===== src/rtl/fixed_pkg.sv =====
// Shared fixed-point definitions for the butterfly datapath: default Q format,
// rounding-mode encodings and saturation bound helpers.
package fixed_pkg;

    localparam int unsigned INT_BITS_DEF  = 19;
    localparam int unsigned FRAC_BITS_DEF = 18;

    // Widest word the bound helpers can describe.
    localparam int unsigned FIXED_MAX_W = 128;

    localparam logic ROUND_TRUNC   = 1'b0;
    localparam logic ROUND_HALF_UP = 1'b1;

    // Largest positive value of a w-bit two's-complement word, zero-extended;
    // callers truncate the result to their own word width.
    function automatic logic [FIXED_MAX_W-1:0] fixed_max(input int unsigned w);
        return (FIXED_MAX_W'(1) << (w - 1)) - FIXED_MAX_W'(1);
    endfunction

    // Most negative value of a w-bit word; only the low w bits are meaningful.
    function automatic logic [FIXED_MAX_W-1:0] fixed_min(input int unsigned w);
        return FIXED_MAX_W'(1) << (w - 1);
    endfunction

endpackage


===== src/rtl/fixed_round_sat.sv =====
// Combinational round / shift / saturate of a double-width Q product back to the
// single-width Q format. Shared with the butterfly adder.
module fixed_round_sat
    import fixed_pkg::*;
#(
    parameter int unsigned  INT_BITS  = INT_BITS_DEF,
    parameter int unsigned  FRAC_BITS = FRAC_BITS_DEF,
    parameter bit           SATURATE  = 1'b1,
    localparam int unsigned W         = INT_BITS + FRAC_BITS
) (
    input  logic [2*W-1:0] p,
    input  logic           round_mode,
    output logic [W-1:0]   c,
    output logic           ovf
);

    localparam int unsigned PW = 2 * W;
    localparam logic [W-1:0] MAX_C = W'(fixed_max(W));
    localparam logic [W-1:0] MIN_C = W'(fixed_min(W));

    logic [PW:0]    half;
    logic [PW:0]    p_rnd;
    logic [PW:0]    r;
    logic [PW-W+1:0] r_hi;

    always_comb begin
        half = '0;
        if (round_mode == ROUND_HALF_UP) begin
            half[FRAC_BITS-1] = 1'b1;
        end
        // One guard bit above the product so the half-ulp add can never wrap.
        p_rnd = {p[PW-1], p} + half;
        r     = $signed(p_rnd) >>> FRAC_BITS;
        // In range iff every bit from the W-bit sign position upward agrees.
        r_hi  = r[PW:W-1];
        ovf   = !((&r_hi) || !(|r_hi));
        if (ovf && SATURATE) begin
            c = r[PW] ? MIN_C : MAX_C;
        end else begin
            c = r[W-1:0];
        end
    end

endmodule


===== src/rtl/fixed_mult_pipe.sv =====
// Three-stage pipelined signed Q-format multiplier with valid/ready handshake;
// a stalled output freezes the whole pipeline.
module fixed_mult_pipe
    import fixed_pkg::*;
#(
    parameter int unsigned  INT_BITS  = INT_BITS_DEF,
    parameter int unsigned  FRAC_BITS = FRAC_BITS_DEF,
    parameter bit           SATURATE  = 1'b1,
    localparam int unsigned W         = INT_BITS + FRAC_BITS
) (
    input  logic         clk,
    input  logic         rst,
    input  logic         round_mode,
    input  logic         in_valid,
    output logic         in_ready,
    input  logic [W-1:0] a,
    input  logic [W-1:0] b,
    output logic         out_valid,
    input  logic         out_ready,
    output logic [W-1:0] c,
    output logic         ovf
);

    logic                  stall;
    logic                  s1_valid_q, s2_valid_q, s3_valid_q;
    logic                  s1_mode_q, s2_mode_q;
    logic [W-1:0]          a_q, b_q;
    logic signed [2*W-1:0] a_ext, b_ext, p_d;
    logic [2*W-1:0]        p_q;
    logic [W-1:0]          c_d, c_q;
    logic                  ovf_d, ovf_q;

    assign stall    = s3_valid_q && !out_ready;
    assign in_ready = !stall;

    // Sign-extend to full width so the truncated product is the exact 2W-bit result.
    assign a_ext = {{W{a_q[W-1]}}, a_q};
    assign b_ext = {{W{b_q[W-1]}}, b_q};
    assign p_d   = a_ext * b_ext;

    fixed_round_sat #(
        .INT_BITS  (INT_BITS),
        .FRAC_BITS (FRAC_BITS),
        .SATURATE  (SATURATE)
    ) u_round_sat (
        .p          (p_q),
        .round_mode (s2_mode_q),
        .c          (c_d),
        .ovf        (ovf_d)
    );

    always_ff @(posedge clk or posedge rst) begin
        if (rst) begin
            s1_valid_q <= 1'b0;
            s2_valid_q <= 1'b0;
            s3_valid_q <= 1'b0;
            s1_mode_q  <= 1'b0;
            s2_mode_q  <= 1'b0;
            a_q        <= '0;
            b_q        <= '0;
            p_q        <= '0;
            c_q        <= '0;
            ovf_q      <= 1'b0;
        end else if (!stall) begin
            s1_valid_q <= in_valid;
            s1_mode_q  <= round_mode;
            a_q        <= a;
            b_q        <= b;
            s2_valid_q <= s1_valid_q;
            s2_mode_q  <= s1_mode_q;
            p_q        <= p_d;
            s3_valid_q <= s2_valid_q;
            c_q        <= c_d;
            ovf_q      <= ovf_d;
        end
    end

    assign out_valid = s3_valid_q;
    assign c         = c_q;
    assign ovf       = ovf_q;

endmodule


===== config.mk =====
export PLATFORM = sky130hd
export DESIGN_NAME = fixed_mult_pipe
export DESIGN_NICKNAME = d
export VERILOG_FILES = /design/src/rtl/fixed_pkg.sv /design/src/rtl/fixed_round_sat.sv /design/src/rtl/fixed_mult_pipe.sv
export SDC_FILE = /design/constraint.sdc
export NUM_CORES = 2
export LEC_CHECK = 0
export CAP_MARGIN = 20
export CORE_ASPECT_RATIO = 1.4
export CORE_MARGIN = 2
export CORE_UTILIZATION = 45
export CTS_CLUSTER_DIAMETER = 200
export DETAILED_ROUTE_END_ITERATION = 8
export MAX_ROUTING_LAYER = met4
export PLACE_DENSITY_LB_ADDON = 0.15
export SLEW_MARGIN = 30
export SYNTH_ARGS = -nofsm -noshare
export SYNTH_HDL_FRONTEND = slang
export SYNTH_HIERARCHICAL = 1
export SYNTH_SLANG_ARGS = --single-unit
export TNS_END_PERCENT = 20

===== constraint.sdc =====
create_clock -name clk -period 14.5 [get_ports clk]
set_input_delay 1.45 -clock clk [delete_from_list [all_inputs] [get_ports clk]]
set_output_delay 1.45 -clock clk [all_outputs]
set_load 0.05 [all_outputs]

After elaboration in Yosys (flattened, before gate mapping) --
Index checks and enable logic that the tools add are counted.
Word-level totals: register bits after elaboration 191, input port bits 79, word-level logic and storage cells 23
Cells by class: $add $sub $neg 1, multipliers 1, muxes and demuxes 3, reductions and logical operators 8
Operators with widths (count):
- adder 74 x 19 -> 75 bit | 1
- multiplier 37 x 37 -> 74 bit | 1
- two-way mux 37 bit | 2
- AND reduction 21 bit | 1
- OR reduction 21 bit | 1
- zero test 1 bit | 4
- logical AND 1 bit | 1
- logical OR 1 bit | 1
- two-way mux 1 bit | 1

Longest topological paths before layout --
word-level depth 6, mapped depth 32, gate-level depth less buffers 28

Hierarchy --
The synthesis kept the hierarchy.
Modules (own cells, without submodules):
- fixed_mult_pipe | instances 1, cells an instance 5918, area each 54801.3 um2
- fixed_round_sat | instances 1, cells an instance 360, area each 2344.7 um2

Least setup slack after synthesis --
OpenSTA, ideal clock, no wires.
kind reg2reg, from register a_q[36], to register p_q[72], setup time 0.140 ns, data arrival time 8.145 ns, data required time 14.360 ns, slack 6.215 ns, stages on the path, launching flop included 28, cell sequence dfrtp_1 > clkbuf_1 > clkbuf_1 > nand2_1 > inv_1 > fa_1 > fa_1 > fa_1 > inv_1 > fa_1 > inv_1 > fa_1 > fa_1 > inv_1 > fa_1 > fa_1 > inv_1 > ha_1 > a21o_1 > a21o_1 > a21oi_1 > o21ai_0 > a21o_1 > a21o_1 > a21oi_1 > o21ai_0 > a2111oi_0 > a211oi_1
Between the ends: cells in the longest elaborated chain, start to end 1
RTL lines:
- start: declaration | line fixed_mult_pipe.sv:27 | logic [W-1:0] a_q, b_q;
- start signal: assignment | line fixed_mult_pipe.sv:59 | a_q <= '0;
- start signal: assignment | line fixed_mult_pipe.sv:67 | a_q <= a;
- multiplier 37 x 37 -> 74 bit | line fixed_mult_pipe.sv:39 | assign p_d = a_ext * b_ext;
- end signal: assignment | line fixed_mult_pipe.sv:71 | p_q <= p_d;
- end: declaration | line fixed_mult_pipe.sv:29 | logic [2*W-1:0] p_q;
No other way between the ends. A chain may end at the register's enable or synchronous reset.

Worst setup path after layout --
from register b_q[1], to register p_q[72]
Between the ends: cells in the longest elaborated chain, start to end 1
RTL lines:
- start: declaration | line fixed_mult_pipe.sv:27
- start signal: assignment | line fixed_mult_pipe.sv:60 | b_q <= '0;
- start signal: assignment | line fixed_mult_pipe.sv:68 | b_q <= b;
- multiplier 37 x 37 -> 74 bit | line fixed_mult_pipe.sv:39
No other way between the ends.

==> flow_summary.toml <==
[run_status]
status = "finished, final reports clean"

[worst_setup_path]
path_max_fanout = 38
endpoint_kind = "flip-flop"
cp-startpoint = "b_q[1]"
slowest_stage = "fa_1"
path_buf_inv = 6
arrival_ns = 9.42
critical_path_class = "flip-flop to flip-flop"
cp_top_family = "adder cells"
worstSetupStartpointType = "flip-flop"
required_ns = 14.93
cpPeakStageDelay_ns = 1.02
r2r_start = "b_q[1]"
path_common_cell = "fa_1"

[drt]
routedWlPerCell_um = 20.89
drc = 0
vias_per_cell = 5.273
totalWireLength_mm = 160.1
antenna_left = 0
via_count = 40410
drt_iter0_markers = 2106
firstDrtPassIters = 5

[clock_network]
hold_buffers = 0
insertion_delay_ns = 0.59
cts_sinks = 174
cts_root_buf = "clkbuf_16"
cts-resized-gates = 0
ctsLongestPathBuffers = 2
tritoncts = "yes"
h-tree-depth = 4
post_cts_buffers = 0
clk_transition_reported_paths_ns = 0.09
cts-buffers-inserted = 17

[cells_and_area]
drive_gt1_share_pct = 2.485
syn2layout_area_growth_pct = 5.149
finalNetCount = 7787
nFillCells = 12040
fin_area_um2 = 59300
instances_no_fill = 7664

[synth]
synthesis.area_um2 = 56400
postSynthAreaPerCell_um2 = 9.096
netlist_instances = 6200
yosysWarningCount = 6
synth_nets = 7964

[floorplanning]
die_w_um = 303.2
core_um2 = 124200
rows = 153
start_util_pct = 45.39
ios = 119
fp.dieH_um = 422.9
dieArea_um2 = 128200

[min_path]
holdCritPathClass = "flip-flop to flip-flop"
min-delay-start = "b_q[34]"

[flow_run]
cap_violations = 0

[sta]
slew_headroom_pct = 34.25
period_share_pct = 62.03
fmax_mhz = 111.2
whs_ns = 0.4694
clock_skew_ns = 0.05108
setup_viol_count_final = 0
rsz0062_at_grt = "false"
finalSetupTns_ns = 0
worst_pin_slew_ns = 0.9863
period_needed_ns = 8.994
drv_slew = 0
hold_viol = 0

[placed_design]
placed_area_um2 = 58660
place_inst = 7630
portBuffers = 118
place.gp.congestion = 0.8992
dpl.hpwl_mm = 127.4

[global_routing]
grt_max_degree = 85
grt_pass1_vias = 45530
antenna_found_initial = 3
grt_use_total_pct = 27.30
grt_pass1_wl_mm = 258.1
grt_overflow = 0
cell usage in the layout, fill, tap and decap left out, drive strengths merged, types with 6 or more instances in the layout:
| cell type | n |
|---|---|
| buf | 67 |
| o21ai | 51 |
| fa | 1455 |
| inv | 1350 |
| a2111oi | 6 |
| nand2b | 11 |
| o211ai | 7 |
| a21oi | 110 |
| nor3 | 13 |
| nand4 | 44 |
| dfrtp | 174 |
| and2 | 609 |
| a211oi | 10 |
| clkinv | 8 |
| nor2 | 124 |
| o31ai | 6 |
| and3 | 32 |
| o311a | 37 |
| nor2b | 6 |
| o21bai | 24 |
| a31oi | 8 |
| nor4 | 14 |
| xnor2 | 70 |
| xor2 | 44 |
| nand3 | 28 |
| clkdlybuf4s50 | 118 |
| a21o | 37 |
| and4 | 21 |
| ha | 230 |
| nand2 | 1248 |
| clkbuf | 19 |
metrics by stage:
stage	setup slack [ns]	util [%]
after floorplan	6.215	-
after global placement	5.520	47.21
after detailed placement	5.478	47.21
after CTS	5.460	47.69
after global routing	4.832	47.73
final	5.506	47.73
cell type report:
type | instances | area, um2 | area share, %
Antenna cell | 1 | 2.502 | 0.004220
Clock buffer | 19 | 452.9 | 0.7638
Clock inverter | 13 | 142.6 | 0.2405
Inverter | 1345 | 5061 | 8.535
Multi-Input combinational cell | 4300 | 45520 | 76.77
Sequential cell | 174 | 4383 | 7.391
Tap cell | 1627 | 2036 | 3.433
Timing Repair Buffer | 185 | 1700 | 2.867
sequential cells by signal, indices dropped and copies added (netlist names):
signal,count
out_valid,1
p_q,57
s2_valid_q,1
c,37
b_q,37
s1_valid_q,1
s1_mode_q,1
ovf,1
a_q,37
s2_mode_q,1
worst reg2reg max path, stage by stage, from the launching register on:
cell and delay (ns):
dfrtp_1 0.33, buf_4 0.41, nand2_1 0.28, inv_1 0.13, fa_1 0.52, fa_1 0.67
fa_1 1.02, inv_1 0.15, fa_1 0.58, inv_1 0.64, fa_1 0.58, fa_1 0.42
inv_1 0.09, fa_1 0.43, fa_1 0.49, inv_1 0.04, ha_1 0.35, a21o_1 0.18
a21o_1 0.17, a21oi_1 0.19, o21ai_0 0.11, a21o_1 0.18, a21o_1 0.16, a21oi_1 0.14
o21ai_0 0.13, a2111oi_0 0.40, a211oi_1 0.09
routing by layer:
layer / up-vias / wire length [um] / track usage [%] / part of all wire [%]
met5: - / 0 / - / 0
met4: 0 / 6804 / 10.34 / 4.3
met3: 309 / 5546 / 2.704 / 3.5
met2: 942 / 88930 / 49.26 / 56
met1: 21570 / 58810 / 30.98 / 37
li1: 17590 / - / - / -
final timing paths:
kind | end | slack (ns) | cells past startpoint
min in group asynchronous | b_q[0] | 1.25 | 2
worst max-delay path | p_q[72] | 5.51 | 26
worst max register to register | p_q[72] | 5.51 | 26
worst min-delay path | b_q[34] | 0.47 | 2
worst min register to register | b_q[34] | 0.47 | 2
max in group asynchronous | p_q[62] | 11.52 | 4
Power is not shown: default switching activity piles up to over one toggle a cycle in this logic, so the estimate is an artifact.
